===== src/rtl/jam_cost_arbiter.sv =====
// Round-robin arbiter sharing one Cost table port among N_REQ search engines,
// with optional burst lock and a fixed-latency, requester-tagged return path.
module jam_cost_arbiter #(
  parameter int N_REQ   = 4,
  parameter int ROM_LAT = 1
) (
  input  logic                 CLK,
  input  logic                 RST_N,
  input  logic [N_REQ-1:0]     REQ,
  input  logic [N_REQ-1:0]     LOCK,
  input  logic [3*N_REQ-1:0]   REQ_W,
  input  logic [3*N_REQ-1:0]   REQ_J,
  output logic [N_REQ-1:0]     GNT,
  output logic [2:0]           W,
  output logic [2:0]           J,
  input  logic [6:0]           Cost,
  output logic [N_REQ-1:0]     RSP_VALID,
  output logic [6:0]           RSP_COST,
  output logic                 BUSY
);

  localparam int IW = (N_REQ > 1) ? $clog2(N_REQ) : 1;

  logic [IW-1:0]              ptr_q, ptr_d;
  logic [IW-1:0]              owner_q, owner_d;
  logic                       owner_vld_q, owner_vld_d;
  logic [ROM_LAT-1:0]         tag_vld_q, tag_vld_d;
  logic [ROM_LAT-1:0][IW-1:0] tag_id_q, tag_id_d;
  logic [2:0]                 w_q, w_d, j_q, j_d;
  logic [N_REQ-1:0]           rsp_valid_q, rsp_valid_d;
  logic [6:0]                 rsp_cost_q, rsp_cost_d;

  logic                       lock_hit;
  logic                       gnt_any;
  logic [IW-1:0]              gnt_idx;
  logic [IW-1:0]              cand [N_REQ];

  // A lock only holds while its owner is still requesting with LOCK asserted.
  assign lock_hit = owner_vld_q & REQ[owner_q] & LOCK[owner_q];

  always_comb begin
    for (int k = 0; k < N_REQ; k++) begin
      cand[k] = IW'((int'(ptr_q) + k) % N_REQ);
    end
  end

  // Scan from the farthest candidate back to ptr so the closest requester wins.
  always_comb begin
    gnt_any = 1'b0;
    gnt_idx = '0;
    GNT     = '0;
    if (lock_hit) begin
      gnt_any = 1'b1;
      gnt_idx = owner_q;
    end else begin
      for (int k = N_REQ - 1; k >= 0; k--) begin
        if (REQ[cand[k]]) begin
          gnt_any = 1'b1;
          gnt_idx = cand[k];
        end
      end
    end
    if (gnt_any) GNT[gnt_idx] = 1'b1;
  end

  always_comb begin
    ptr_d       = ptr_q;
    owner_d     = owner_q;
    owner_vld_d = 1'b0;
    w_d         = w_q;
    j_d         = j_q;
    rsp_valid_d = '0;
    rsp_cost_d  = rsp_cost_q;
    if (gnt_any) begin
      ptr_d       = (int'(gnt_idx) == N_REQ - 1) ? '0 : gnt_idx + 1'b1;
      owner_d     = gnt_idx;
      owner_vld_d = LOCK[gnt_idx];
      for (int i = 0; i < N_REQ; i++) begin
        if (gnt_idx == IW'(i)) begin
          w_d = REQ_W[3*i +: 3];
          j_d = REQ_J[3*i +: 3];
        end
      end
    end
    // Tag pipeline mirrors the table latency; bubbles keep responses aligned.
    tag_vld_d[0] = gnt_any;
    tag_id_d[0]  = gnt_idx;
    for (int k = 1; k < ROM_LAT; k++) begin
      tag_vld_d[k] = tag_vld_q[k-1];
      tag_id_d[k]  = tag_id_q[k-1];
    end
    if (tag_vld_q[ROM_LAT-1]) begin
      rsp_valid_d[tag_id_q[ROM_LAT-1]] = 1'b1;
      rsp_cost_d                       = Cost;
    end
  end

  always_ff @(posedge CLK or negedge RST_N) begin
    if (!RST_N) begin
      ptr_q       <= '0;
      owner_q     <= '0;
      owner_vld_q <= 1'b0;
      tag_vld_q   <= '0;
      tag_id_q    <= '0;
      w_q         <= '0;
      j_q         <= '0;
      rsp_valid_q <= '0;
      rsp_cost_q  <= '0;
    end else begin
      ptr_q       <= ptr_d;
      owner_q     <= owner_d;
      owner_vld_q <= owner_vld_d;
      tag_vld_q   <= tag_vld_d;
      tag_id_q    <= tag_id_d;
      w_q         <= w_d;
      j_q         <= j_d;
      rsp_valid_q <= rsp_valid_d;
      rsp_cost_q  <= rsp_cost_d;
    end
  end

  assign W         = w_q;
  assign J         = j_q;
  assign RSP_VALID = rsp_valid_q;
  assign RSP_COST  = rsp_cost_q;
  assign BUSY      = (|REQ) | (|tag_vld_q) | (|rsp_valid_q);

endmodule

===== config.mk =====
export PLATFORM = sky130hd
export DESIGN_NAME = jam_cost_arbiter
export DESIGN_NICKNAME = d
export VERILOG_FILES = /design/src/rtl/jam_cost_arbiter.sv
export SDC_FILE = /design/constraint.sdc
export NUM_CORES = 1
export LEC_CHECK = 0
export ABC_AREA = 1
export CAP_MARGIN = 20
export CORE_ASPECT_RATIO = 2
export CORE_UTILIZATION = 25
export CTS_CLUSTER_DIAMETER = 150
export DETAILED_ROUTE_END_ITERATION = 8
export GPL_ROUTABILITY_DRIVEN = 0
export PLACE_DENSITY = 0.53
export SLEW_MARGIN = 25
export SYNTH_ARGS = -nofsm -noshare
export SYNTH_HDL_FRONTEND = slang
export SYNTH_SLANG_ARGS = --single-unit

===== constraint.sdc =====
create_clock -name CLK -period 5.8 [get_ports CLK]
set_clock_uncertainty 0.15 [all_clocks]
set_input_delay 0.58 -clock CLK [delete_from_list [all_inputs] [get_ports CLK]]
set_output_delay 0.58 -clock CLK [all_outputs]
set_load 0.05 [all_outputs]

==> Yosys cells after proc, flatten, opt, wreduce, memory -nomap -nowiden <==
Cells that the tools add are included.
W data, S select, Z words.
{ "op_classes": {"addsub": 4, "n_lt_le_gt_ge": 9, "n_eq_ne": 4, "n_mux": 40, "bitwise": 4, "reduce_logical": 7} }
{ "op_table": {"columns": ["cell", "count"], "rows": [
  ["$mux W3", 8],
  ["$lt A2 B3 Y1 const B", 7],
  ["$mux W1", 15],
  ["$bmux W1 S2", 7],
  ["$mux W2", 6],
  ["$mux W4", 2],
  ["$reduce_or A4 Y1", 2],
  ["$add A2 B1 Y2 const B", 2],
  ["$add A2 B2 Y2 const B", 2],
  ["$demux W1 S2", 2],
  ["$eq A2 B1 Y1 const B", 2],
  ["$eq A2 B2 Y1 const B", 2],
  ["$ge A2 B1 Y1 const B", 2],
  ["$reduce_bool A4 Y1", 1],
  ["$and A1 B1 Y1", 2],
  ["$logic_and A1 B1 Y1", 2],
  ["$logic_not A2 Y1", 1],
  ["$or A1 B1 Y1", 2],
  ["$reduce_and A2 Y1", 1]
]} }
{ "word_totals": {"regBits": 25, "in_bits": 41} }

==> Logic depth before layout (Yosys ltp) <==
{ "depth": {"depth_word": 13, "mapped_depth": 18, "ltp_nobuf": 17} }

==> Worst setup path before layout <==
Ideal clock, no wire load.
{ "synth_path": {"path_type": "input port to output port", "start": "in LOCK[3]", "end": "out GNT[1]", "arrival_time_ps": 2483, "t_required_ps": 5070, "path_slack_ps": 2587, "cell_stages": 10, "path_buffers": 1, "path_cell_list": "nand3_1 > nand3_1 > nand3_1 > or2_2 > and2_1 > inv_1 > ha_1 > clkbuf_8 > inv_1 > nor2_1"} }
{ "synth_via": {"elab_chain_cells": 9, "word_cells_on_any_way": 11} }
{ "synth_rtl": {"columns": ["element", "line", "source"], "rows": [
  ["start, declared", "10", "input logic [N_REQ-1:0] LOCK,"],
  ["$bmux W1 S2 *", "39", "assign lock_hit = owner_vld_q & REQ[owner_q] & LOCK[owner_q];"],
  ["$mux W1 (implied by the code) *", "39", null],
  ["$and A1 B1 Y1 *", "39", null],
  ["$mux W2 *", "52", "if (lock_hit) begin"],
  ["named net gnt_idx[1]", "35", "logic [IW-1:0] gnt_idx;"],
  ["$lt A2 B3 Y1 (implied by the code) or $ge A2 B1 Y1 (tied branches)", "63", "if (gnt_any) GNT[gnt_idx] = 1'b1;"],
  ["$logic_and A1 B1 Y1 (implied by the code)", "63", null],
  ["$mux W1 (implied by the code)", "63", null],
  ["$demux W1 S2 *", "63", null],
  ["$mux W4 *", "63", null],
  ["end, declared", "13", "output logic [N_REQ-1:0] GNT,"]
]} }
The timed path passes the listed nets; every way through them passes the cells marked *. The select of a mux whose other input is x is not followed.

==> Final worst setup path <==
{ "layout_path": {"start": "in REQ[0]", "end": "out GNT[1]"} }
{ "layout_via": {"elab_chain_cells": 12, "word_cells_on_any_way": 28} }
{ "layout_rtl": {"columns": ["element", "line", "source"], "rows": [
  ["start, declared", "9", "input logic [N_REQ-1:0] REQ,"],
  ["$bmux W1 S2", "57", "if (REQ[cand[k]]) begin"],
  ["$mux W1 (implied by the code)", "57", null],
  ["$mux W2 (4 in series)", "57", null],
  ["$mux W2 *", "52", null],
  ["named net gnt_idx[1]", "35", null],
  ["$lt A2 B3 Y1 (implied by the code) or $ge A2 B1 Y1 (tied branches)", "63", null],
  ["$logic_and A1 B1 Y1 (implied by the code)", "63", null],
  ["$mux W1 (implied by the code)", "63", null],
  ["$demux W1 S2 *", "63", null],
  ["$mux W4 *", "63", null]
]} }
Marks and branches as above.

==> results_dict.tcl <==
set metrics [dict create \
    syn_avg_cell_area_um2 7.31 \
    chipHeight_um 112 \
    tightest_slew_ns 0.517 \
    holdBufCountCts 0 \
    synth_xor_area_share_pct 0 \
    crit_slowest_cell "clkdlybuf4s50_1" \
    worstReg2RegStart "ptr_q[0]$_DFFE_PN0P_" \
    postCtsResizedCells 0 \
    routed.top_layer "met4" \
    grt_pass1_wl_mm 7.52 \
    max_slew_margin_pct 65.4 \
    clk_latency_ns 0.26 \
    r2r_end "W[2]$_DFFE_PN0P_" \
    synth-compound-area-share_pct 6.82 \
    post_cts_buffers 0 \
    synthSimpleGateAreaFrac_pct 39.1 \
    initialDrtViolationCount 71 \
    synthToLayoutAreaGrowth_pct 50.1 \
    cp.arrival_ns 3.71 \
    hold_end "RSP_COST[5]$_DFFE_PN0P_" \
    die_w_um 56.9 \
    grt_usage_pct 15.7 \
    cts.root.buffer_cell "clkbuf_16" \
    worstHoldPathType "register to register" \
    diodes 0 \
    fp-row-count 39 \
    coreArea_um2 5760 \
    drc 14 \
    synth.area.mux_share_pct 0 \
    totalWireLength_mm 4.68 \
    ys_warn_count 0 \
    drtAntennaViolNets 0 \
    routed_via_density 4.66 \
    synthAdderAreaFrac_pct 3.33 \
    clock-sinks 25 \
    synth-edff-count 0 \
    setup_viol 0 \
    crit_path_max_incr_delay_ns 0.82 \
    synth_cells 206 \
    htree_num_levels 1 \
    worstRegToRegCells 17 \
    slew_viol_final 0 \
    routed-wl-met2_mm 2.79 \
    yosysUniqueCellTypes 26 \
    dp_hpwl_mm 3.84 \
    synth_top_family_by_area "simple AND/OR/NAND/NOR gates" \
    violations "design-rule violations" \
    dr_wl_met3_um 231 \
    synth_nets 251 \
    dieArea_um2 6350 \
    grt_max_degree 26 \
    ys_seq_area_share_pct 41.6 \
    synthFlopType "dfrtp_1" \
    ys_ff_latch 25 \
    crit_chain "clkdlybuf4s50_1 -> nand3_1 -> nand3b_1 -> nand3_1 -> or2_2 -> and2_1 -> inv_1 -> ha_1 -> inv_1 -> nor2_1 -> clkdlybuf4s50_1" \
    antenna_found_initial 0 \
    end_kind "output port" \
    final_hold_viol_count 0 \
    fmax_mhz 225 \
    critical_path.max_fanout 8 \
    drv_cap 0 \
    worstSetupPathType "input port to output port" \
    period_needed_ns 4.44 \
    io_pins 63 \
    whs_path_depth 2 \
    crit_required_ns 5.07 \
    cts_buffer_depth 2 \
    synth_area_um2 1510 \
    cts_tree "yes" \
    grt_pass1_vias 1577 \
    outcome "finished with violations" \
    drive_gt1_share_pct 6.32 \
    critPathBufInv 4 \
    first_pass_iters 6 \
    numCtsBuffers 3 \
    wl_met1_mm 1.59 \
    hold_start "RSP_COST[5]$_DFFE_PN0P_" \
    clk_pin_slew_ns 0.06 \
    fin_tns_setup_ns 0 \
    fin_nets 315 \
    fin_crit_sh_pct 76.5 \
    grt_setup_unrepaired "false" \
    rrSetupSlack_ns 2.56 \
    portBuffers 62 \
    vias 1537 \
    crit_family "buffers and inverters" \
    start_util_pct 26.1 \
    cp-start-kind "input port" \
    routedWlPerCell_um 14.2 \
    gr-total-overflow 0 \
    synthArstFlopShare_pct 100 \
]
area by class of cell:
cell class / instances / area, um^2
inverters: 25 / 106
clock buffers: 3 / 75.1
flip-flops and latches: 25 / 626
clock inverters: 1 / 7.51
well taps: 61 / 76.3
multi-input cells: 152 / 741
repair buffers: 63 / 628
fillers: 639 / 3500
cell families (layout without fill, tap and decap cells):
| group | Yosys count | count (layout) |
|---|---|---|
| simple gates | 136 | 136 |
| buf+inv | 29 | 92 |
| fa+ha+maj | 4 | 4 |
| flops | 25 | 25 |
| compound gates | 12 | 12 |
how the worst max path moves through the flow:
stage	startpoint	cells past startpoint	end
5_1_grt	REQ[2]	11	GNT[1]
6_report	REQ[0]	11	GNT[1]
3_3_place_gp	REQ[0]	11	GNT[1]
3_5_place_dp	REQ[0]	11	GNT[1]
2_1_floorplan	LOCK[3]	10	GNT[1]
4_1_cts	REQ[0]	11	GNT[1]
through the flow:
stage	utilization (%)	area, um^2	setup WS (ns)	instances	hold slack, ns
2_1_floorplan	-	1510	2.59	206	0.134
3_3_place_gp	37.8	2180	1.37	326	0.305
3_5_place_dp	37.8	2180	1.35	326	0.308
4_1_cts	39.2	2260	1.34	330	0.326
5_1_grt	39.2	2260	1.15	330	0.365
6_report	39.2	2260	1.36	330	0.321
registers in the layout, summed over array words and instances (netlist names):
| signal | flops |
|---|---|
| tag_id_q | 2 |
| owner_q | 2 |
| tag_vld_q | 1 |
| ptr_q | 2 |
| W | 3 |
| RSP_COST | 7 |
| J | 3 |
| owner_vld_q | 1 |
| RSP_VALID | 4 |
metal layers:
| layer | global-route usage [%] | up-vias |
|---|---|---|
| met5 | 0 | - |
| met4 | 4.55 | 0 |
| met3 | 2.67 | 4 |
| met2 | 31.7 | 44 |
| met1 | 15.5 | 699 |
| li1 | - | 790 |
placed cells by master (no fill, tap or decap), types with 2 or more instances in the layout:
| cell type | instances |
|---|---|
| nand2_1 | 78 |
| clkdlybuf4s50_1 | 62 |
| nand3_1 | 26 |
| dfrtp_1 | 25 |
| inv_1 | 21 |
| nor2_1 | 18 |
| o311ai_0 | 6 |
| nor3_1 | 4 |
| ha_1 | 4 |
| nand2_2 | 3 |
| clkbuf_16 | 3 |
| inv_6 | 2 |
| a21oi_1 | 2 |
| o21ai_0 | 2 |
worst reg2reg max path: cells and delay by family (launching register included):
kind	cells	cell delay, ns
buffers and inverters	4	0.51
adders and majority gates	1	0.30
AOI/OAI and AO/OA	1	0.48
and+or+nand+nor	11	1.16
DFF	1	0.54
synthesized netlist by cell type, types with 2 or more instances:
| library cell | count | area [um^2] |
|---|---|---|
| a21oi_1 | 2 | 10.0 |
| o21ai_0 | 2 | 10.0 |
| inv_1 | 21 | 78.8 |
| ha_1 | 4 | 50.1 |
| nand3_1 | 26 | 130 |
| clkbuf_1 | 2 | 7.51 |
| nor3_1 | 4 | 20.0 |
| nand2_2 | 3 | 18.8 |
| dfrtp_1 | 25 | 626 |
| nand2_1 | 78 | 293 |
| nor2_1 | 18 | 67.6 |
| inv_6 | 2 | 17.5 |
| o311ai_0 | 6 | 52.6 |
Power is left out: the tool's default activity adds up to more than one toggle a clock period on the data nets, which glitch-free logic cannot reach.
